===== src/rtl/id_ex_forward_stage.sv =====
// id_ex_forward_stage: ID/EX pipeline register with forwarding select
// generation, load-use hazard detection and a bubble counter.
// Define FORWARD_EN to enable operand forwarding. Without it, the
// forwarding selects stay at the register file, and RAW hazards against
// EX and EX/MEM producers stall instead.
module id_ex_forward_stage #(
    parameter int unsigned WIDTH = 32
) (
    input  logic               clk_i,
    input  logic               rst_i,
    input  logic               stall_i,
    input  logic               flush_i,
    input  logic [WIDTH-1:0]   rs_data_i,
    input  logic [WIDTH-1:0]   rt_data_i,
    input  logic [WIDTH-1:0]   imm_i,
    input  logic [4:0]         rs_addr_i,
    input  logic [4:0]         rt_addr_i,
    input  logic [4:0]         rd_addr_i,
    input  logic [7:0]         ctrl_i,
    input  logic               exmem_regwrite_i,
    input  logic [4:0]         exmem_rd_i,
    input  logic               memwb_regwrite_i,
    input  logic [4:0]         memwb_rd_i,
    output logic [WIDTH-1:0]   rs_data_o,
    output logic [WIDTH-1:0]   rt_data_o,
    output logic [WIDTH-1:0]   imm_o,
    output logic [4:0]         rs_addr_o,
    output logic [4:0]         rt_addr_o,
    output logic [4:0]         dst_addr_o,
    output logic [7:0]         ctrl_o,
    output logic               valid_o,
    output logic [1:0]         fwd_a_o,
    output logic [1:0]         fwd_b_o,
    output logic               hazard_o,
    output logic [15:0]        bubble_cnt_o
);

    localparam int unsigned CNT_W = 16;
    localparam logic [1:0] SEL_RF = 2'b00;
    localparam logic [1:0] SEL_WB = 2'b01;
    localparam logic [1:0] SEL_EX = 2'b10;

    // Control bit positions within ctrl_i / ctrl_o
    localparam int unsigned C_REGWRITE = 7;
    localparam int unsigned C_MEMREAD  = 5;
    localparam int unsigned C_REGDST   = 0;

    logic       bubble_c;
    logic [4:0] dst_next_c;
    logic       load_use_c;

    assign bubble_c   = flush_i | hazard_o;
    assign dst_next_c = ctrl_i[C_REGDST] ? rd_addr_i : rt_addr_i;

    // A load in EX whose destination is read by the instruction in ID
    always_comb begin
        load_use_c = 1'b0;
        if (valid_o && ctrl_o[C_MEMREAD] && (dst_addr_o != 5'd0) &&
            ((dst_addr_o == rs_addr_i) || (dst_addr_o == rt_addr_i))) begin
            load_use_c = 1'b1;
        end
    end

`ifdef FORWARD_EN
    // Pick the youngest producer of a source register; r0 is never forwarded
    function automatic logic [1:0] fwd_sel(input logic [4:0] src,
                                           input logic       ex_we,
                                           input logic [4:0] ex_rd,
                                           input logic       wb_we,
                                           input logic [4:0] wb_rd);
        logic [1:0] sel;
        sel = SEL_RF;
        if (ex_we && (ex_rd != 5'd0) && (ex_rd == src)) begin
            sel = SEL_EX;
        end else if (wb_we && (wb_rd != 5'd0) && (wb_rd == src)) begin
            sel = SEL_WB;
        end
        return sel;
    endfunction

    // Forwarding selects for both EX operands
    always_comb begin
        fwd_a_o = fwd_sel(rs_addr_o, exmem_regwrite_i, exmem_rd_i,
                          memwb_regwrite_i, memwb_rd_i);
        fwd_b_o = fwd_sel(rt_addr_o, exmem_regwrite_i, exmem_rd_i,
                          memwb_regwrite_i, memwb_rd_i);
    end

    // Only loads need a stall when forwarding is available
    always_comb begin
        hazard_o = load_use_c;
    end
`else
    logic raw_ex_c;
    logic raw_mem_c;
    logic unused_fwd_inputs;

    // MEM/WB results reach ID through the write-first register file
    assign unused_fwd_inputs = ^{memwb_regwrite_i, memwb_rd_i, SEL_WB, SEL_EX};

    // Selects never leave the register file
    always_comb begin
        fwd_a_o = SEL_RF;
        fwd_b_o = SEL_RF;
    end

    // Any RAW dependence on the EX or EX/MEM producer stalls the ID instruction
    always_comb begin
        raw_ex_c  = 1'b0;
        raw_mem_c = 1'b0;
        if (valid_o && ctrl_o[C_REGWRITE] &&
            (((rs_addr_i != 5'd0) && (rs_addr_i == dst_addr_o)) ||
             ((rt_addr_i != 5'd0) && (rt_addr_i == dst_addr_o)))) begin
            raw_ex_c = 1'b1;
        end
        if (exmem_regwrite_i &&
            (((rs_addr_i != 5'd0) && (rs_addr_i == exmem_rd_i)) ||
             ((rt_addr_i != 5'd0) && (rt_addr_i == exmem_rd_i)))) begin
            raw_mem_c = 1'b1;
        end
        hazard_o = load_use_c | raw_ex_c | raw_mem_c;
    end
`endif

    // Pipeline register: stall holds, flush/hazard inserts a counted bubble
    always_ff @(posedge clk_i or negedge rst_i) begin
        if (!rst_i) begin
            rs_data_o    <= '0;
            rt_data_o    <= '0;
            imm_o        <= '0;
            rs_addr_o    <= '0;
            rt_addr_o    <= '0;
            dst_addr_o   <= '0;
            ctrl_o       <= '0;
            valid_o      <= 1'b0;
            bubble_cnt_o <= '0;
        end else if (!stall_i) begin
            if (bubble_c) begin
                rs_data_o    <= '0;
                rt_data_o    <= '0;
                imm_o        <= '0;
                rs_addr_o    <= '0;
                rt_addr_o    <= '0;
                dst_addr_o   <= '0;
                ctrl_o       <= '0;
                valid_o      <= 1'b0;
                bubble_cnt_o <= bubble_cnt_o + CNT_W'(1);
            end else begin
                rs_data_o    <= rs_data_i;
                rt_data_o    <= rt_data_i;
                imm_o        <= imm_i;
                rs_addr_o    <= rs_addr_i;
                rt_addr_o    <= rt_addr_i;
                dst_addr_o   <= dst_next_c;
                ctrl_o       <= ctrl_i;
                valid_o      <= 1'b1;
            end
        end
    end

endmodule


===== config.mk =====
export PLATFORM = sky130hd
export DESIGN_NAME = id_ex_forward_stage
export DESIGN_NICKNAME = d
export VERILOG_FILES = /design/src/rtl/id_ex_forward_stage.sv
export SDC_FILE = /design/constraint.sdc
export NUM_CORES = 1
export LEC_CHECK = 0
export CAP_MARGIN = 20
export CORE_ASPECT_RATIO = 1.25
export CORE_MARGIN = 5
export CORE_UTILIZATION = 37
export CTS_CLUSTER_SIZE = 8
export DETAILED_ROUTE_END_ITERATION = 12
export PLACE_DENSITY = 0.72
export SLEW_MARGIN = 10
export SYNTH_ARGS = -nofsm -noshare
export SYNTH_HDL_FRONTEND = slang
export SYNTH_SLANG_ARGS = --single-unit

===== constraint.sdc =====
create_clock -name clk_i -period 2.15 [get_ports clk_i]
set_input_delay 0.5375 -clock clk_i [delete_from_list [all_inputs] [get_ports clk_i]]
set_output_delay 0.5375 -clock clk_i [all_outputs]
set_load 0.005 [all_outputs]

==> metrics.md <==
| Metric | Value |
|---|---|
| GRT Residual Overflow | 0 |
| Die X | 122.5 µm |
| Least-Margin Pin Slew | 0.6109 ns |
| Largest net degree at the start of global routing | 143 |
| Max Freq | 415.7 MHz |
| Cell count after synthesis | 630 |
| Vias in the first global route | 5322 |
| Antenna violations before repair | 4 |
| Final setup vio count | 131 |
| Core Box Area | 15570 µm² |
| Sw Pwr | 1904 µW |
| Final Hold Slack | 0.03842 ns |
| Yosys top cell area share | 58.09% |
| Critical R2R Launch | dst_addr_o[3] |
| Seq pwr share | 38.0% |
| Setup CP Type | in -> out |
| Share of cells above drive strength 1 | 12.45% |
| Total Power | 7834 µW |
| Critical Path RT | 1.61 ns |
| Cell Chain, Critical Path | buf_6, or4_4, o211ai_1, nor4_1, o21ai_1, nand3_1, buf_2 |
| CTS hold repair buffers | 0 |
| Crit path DAT | 1.87 ns |
| Htree depth | 4 |
| Hold Vio Cnt, Final | 0 |
| Multi-input logic area | 2317 µm² |
| Worst Hold Class | in -> async |
| Power Density | 803.9 nW/µm² |
| Fillers | 1346 |
| Total track usage | 20.05% |
| CTS Buf Count | 17 |
| ANT cells | 0 |
| Detailed Routing Iterations Pass 1 | 5 |
| Avg WL per Cell | 16.25 µm |
| Startpoint types | input port |
| Root buf cell | clkbuf_16 |
| CP max stage cell | or4_4 |
| Number of distinct library cells after synthesis | 30 |
| Sequential-to-total area share from yosys stat | 58.09% |
| Ys Warns | 0 |
| Comb power frac | 19.3% |
| Antenna-violating nets left | 0 |
| CTS tree | built |
| Switching share of power | 24.30% |
| Vias per cell | 4.742 |
| Drt initial violations | 265 |
| Die area | 18470 µm² |
| Post-synthesis area per instance | 9.299 µm² |
| Worst-path fanout max | 2 |
| Peak VDD IR | 0.0005579 V |
| Final HPWL DP | 13320 µm |
| Die Ht | 150.7 µm |
| Worst Setup End Kind | output port |
| Clock group share of total power | 42.8% |
| # IOs | 276 |
| Slowest stage delay, CP | 0.53 ns |
| # clock sinks | 136 |
| Crit path time final | 2.406 ns |
| Routed vias | 5387 |
| Final clock skew | 0.006132 ns |
| Largest cells by area after synthesis | dfrtp_1 58%, nand2_1 15%, o21ai_1 6.9% |
| CP Launch Point | rs_addr_i[2] |
| # rows | 51 |
| Starting density of the core | 37.62% |
| Synth Cell Area | 5858 µm² |
| Area leader, netlist | dfrtp_1 |
| RSZ-0062 raised after global routing | true |
| Tcrit/Tclk final | 111.9% |
| Final GP Congestion | 0.8768 |
| Global-route wire length before repair | 28390 µm |
| Pint | 5931 µW |
| Synthesized flop and latch total | 136 |
| DRC | 0 |
| Failing checks | setup timing |
| Max-slew violation count | 0 |
| Setup ws final | -0.2556 ns |
| Clk slew on worst S/H paths | 0.06 ns |
| IO Port Bufs | 265 |
| Clk_lat worst skew | 0.42 ns |
| Final wirelength | 18460 µm |
| Slew headroom | 59.27% |
| Area taken by flip-flops and latches | 3403 µm² |
| Status | complete, but fails checks |
| Max Root-Sink Buffers | 2 |
| Area growth syn-to-layout | 66.36% |
| Max_cap viols | 0 |
| Pleak | 0.004326 µW |
| Net total in the final layout | 1047 |
## final cells by class
| type | count | area share, % |
|---|---|---|
| clock buffers | 18 | 4.506 |
| clock inverters | 14 | 2.516 |
| multi-input cells | 449 | 23.78 |
| flip-flops and latches | 136 | 34.92 |
| well taps | 212 | 2.722 |
| repair buffers | 307 | 31.56 |
## layout by cell type, fill, tap and decap left out, types with 6 or more instances in the layout
cell	synthesis	routed
buf_6	8	6
nor2_1	11	10
o21ai_1	81	95
o21ai_2	0	14
buf_12	0	6
clkdlybuf4s50_1	0	245
dfrtp_1	136	136
nand2_1	235	235
clkbuf_16	0	17
xor2_1	26	26
xnor2_1	9	7
o21ai_0	34	6
buf_4	5	32
bufinv_16	0	6
## power groups by stage
stage	Combinational, µW	Sequential (µW)	Clock [µW]
finish	1510	2970	3350
global route	1650	3010	3560
CTS	1500	2980	3430
detailed placement	1450	3020	0
global placement	1430	3010	0
floorplan	460	3030	0
## worst paths after layout
check | endpoint | slack (ns) | cells after the start
min in group clk_i | rs_addr_o[4] | 0.42 | 3
hold / removal | rs_data_o[11] | 0.04 | 1
setup reg to reg | bubble_cnt_o[14] | -0.11 | 7
hold reg to reg | imm_o[15] | 0.48 | 2
setup / recovery | hazard_o | -0.26 | 7
max in group asynchronous | rt_data_o[17] | 1.47 | 2
## cells by family after synthesis
logic type | after synthesis | synth area share, %
other | 1 | 0.06401
DFF | 136 | 58.09
AOI/OAI and AO/OA | 127 | 11.49
buffers and inverters | 48 | 4.742
xor gates and xnor gates | 35 | 5.233
muxes | 7 | 1.239
and+or+nand+nor | 275 | 18.92
adders and majority gates | 1 | 0.2135
## repair_timing
action / 4_1_cts / 5_1_grt
resized for setup: 65 / 47
pin swaps: 9 / 10
setup buffers: 10 / 1
endpoints found under the setup margin: 137 / 133
## stage by stage
step	utilization, %	worst slack, ns	std cells	TNS, ns	instance area (µm²)
4_1_cts	61.91	-0.2680	1135	-3.604	9639
3_3_place_gp	56.66	-0.9142	1093	-104.90	8822
2_1_floorplan	-	-0.09031	633	-8.843	5888
5_1_grt	62.59	-0.3198	1136	-21.82	9746
6_report	62.59	-0.2556	1136	-14.84	9746
3_5_place_dp	56.66	-0.9527	1093	-108.56	8822
## per-layer routing
metal	up-vias	global-route usage [%]	part of all wire (%)
li1	2619	-	-
met1	2505	23.96	39
met2	206	32.54	49
met3	49	7.253	8.1
met4	8	8.627	3.3
met5	-	0	0.28
## cells in the mapped netlist
| cell | count |
|---|---|
| a21o_1 | 1 |
| a22o_1 | 5 |
| and4_1 | 1 |
| and4b_1 | 1 |
| buf_2 | 6 |
| buf_4 | 5 |
| buf_6 | 8 |
| buf_8 | 1 |
| clkbuf_1 | 28 |
| conb_1 | 1 |
| dfrtp_1 | 136 |
| ha_1 | 1 |
| mux2_2 | 2 |
| mux2i_1 | 5 |
| nand2_1 | 235 |
| nand3_1 | 4 |
| nand4_1 | 5 |
| nor2_1 | 11 |
| nor2b_1 | 1 |
| nor3_1 | 7 |
| nor3b_1 | 3 |
| nor4_1 | 2 |
| nor4b_1 | 1 |
| o211ai_1 | 5 |
| o21ai_0 | 34 |
| o21ai_1 | 81 |
| o22a_1 | 1 |
| or4_1 | 4 |
| xnor2_1 | 9 |
| xor2_1 | 26 |
## sequential cells by signal, indices dropped and copies added (netlist names)
name	flops
valid_o	1
dst_addr_o	5
ctrl_o	8
imm_o	32
rt_addr_o	5
rs_data_o	32
rt_data_o	32
bubble_cnt_o	16
rs_addr_o	5
## critical path, delay by kind of cell
kind	cells	cell delay [ns]
AO/OA/AOI/OAI	2	0.38
buffers and inverters	2	0.24
AND/OR/NAND/NOR	3	0.71
No activity file was read; power rests on OpenSTA's default activity.
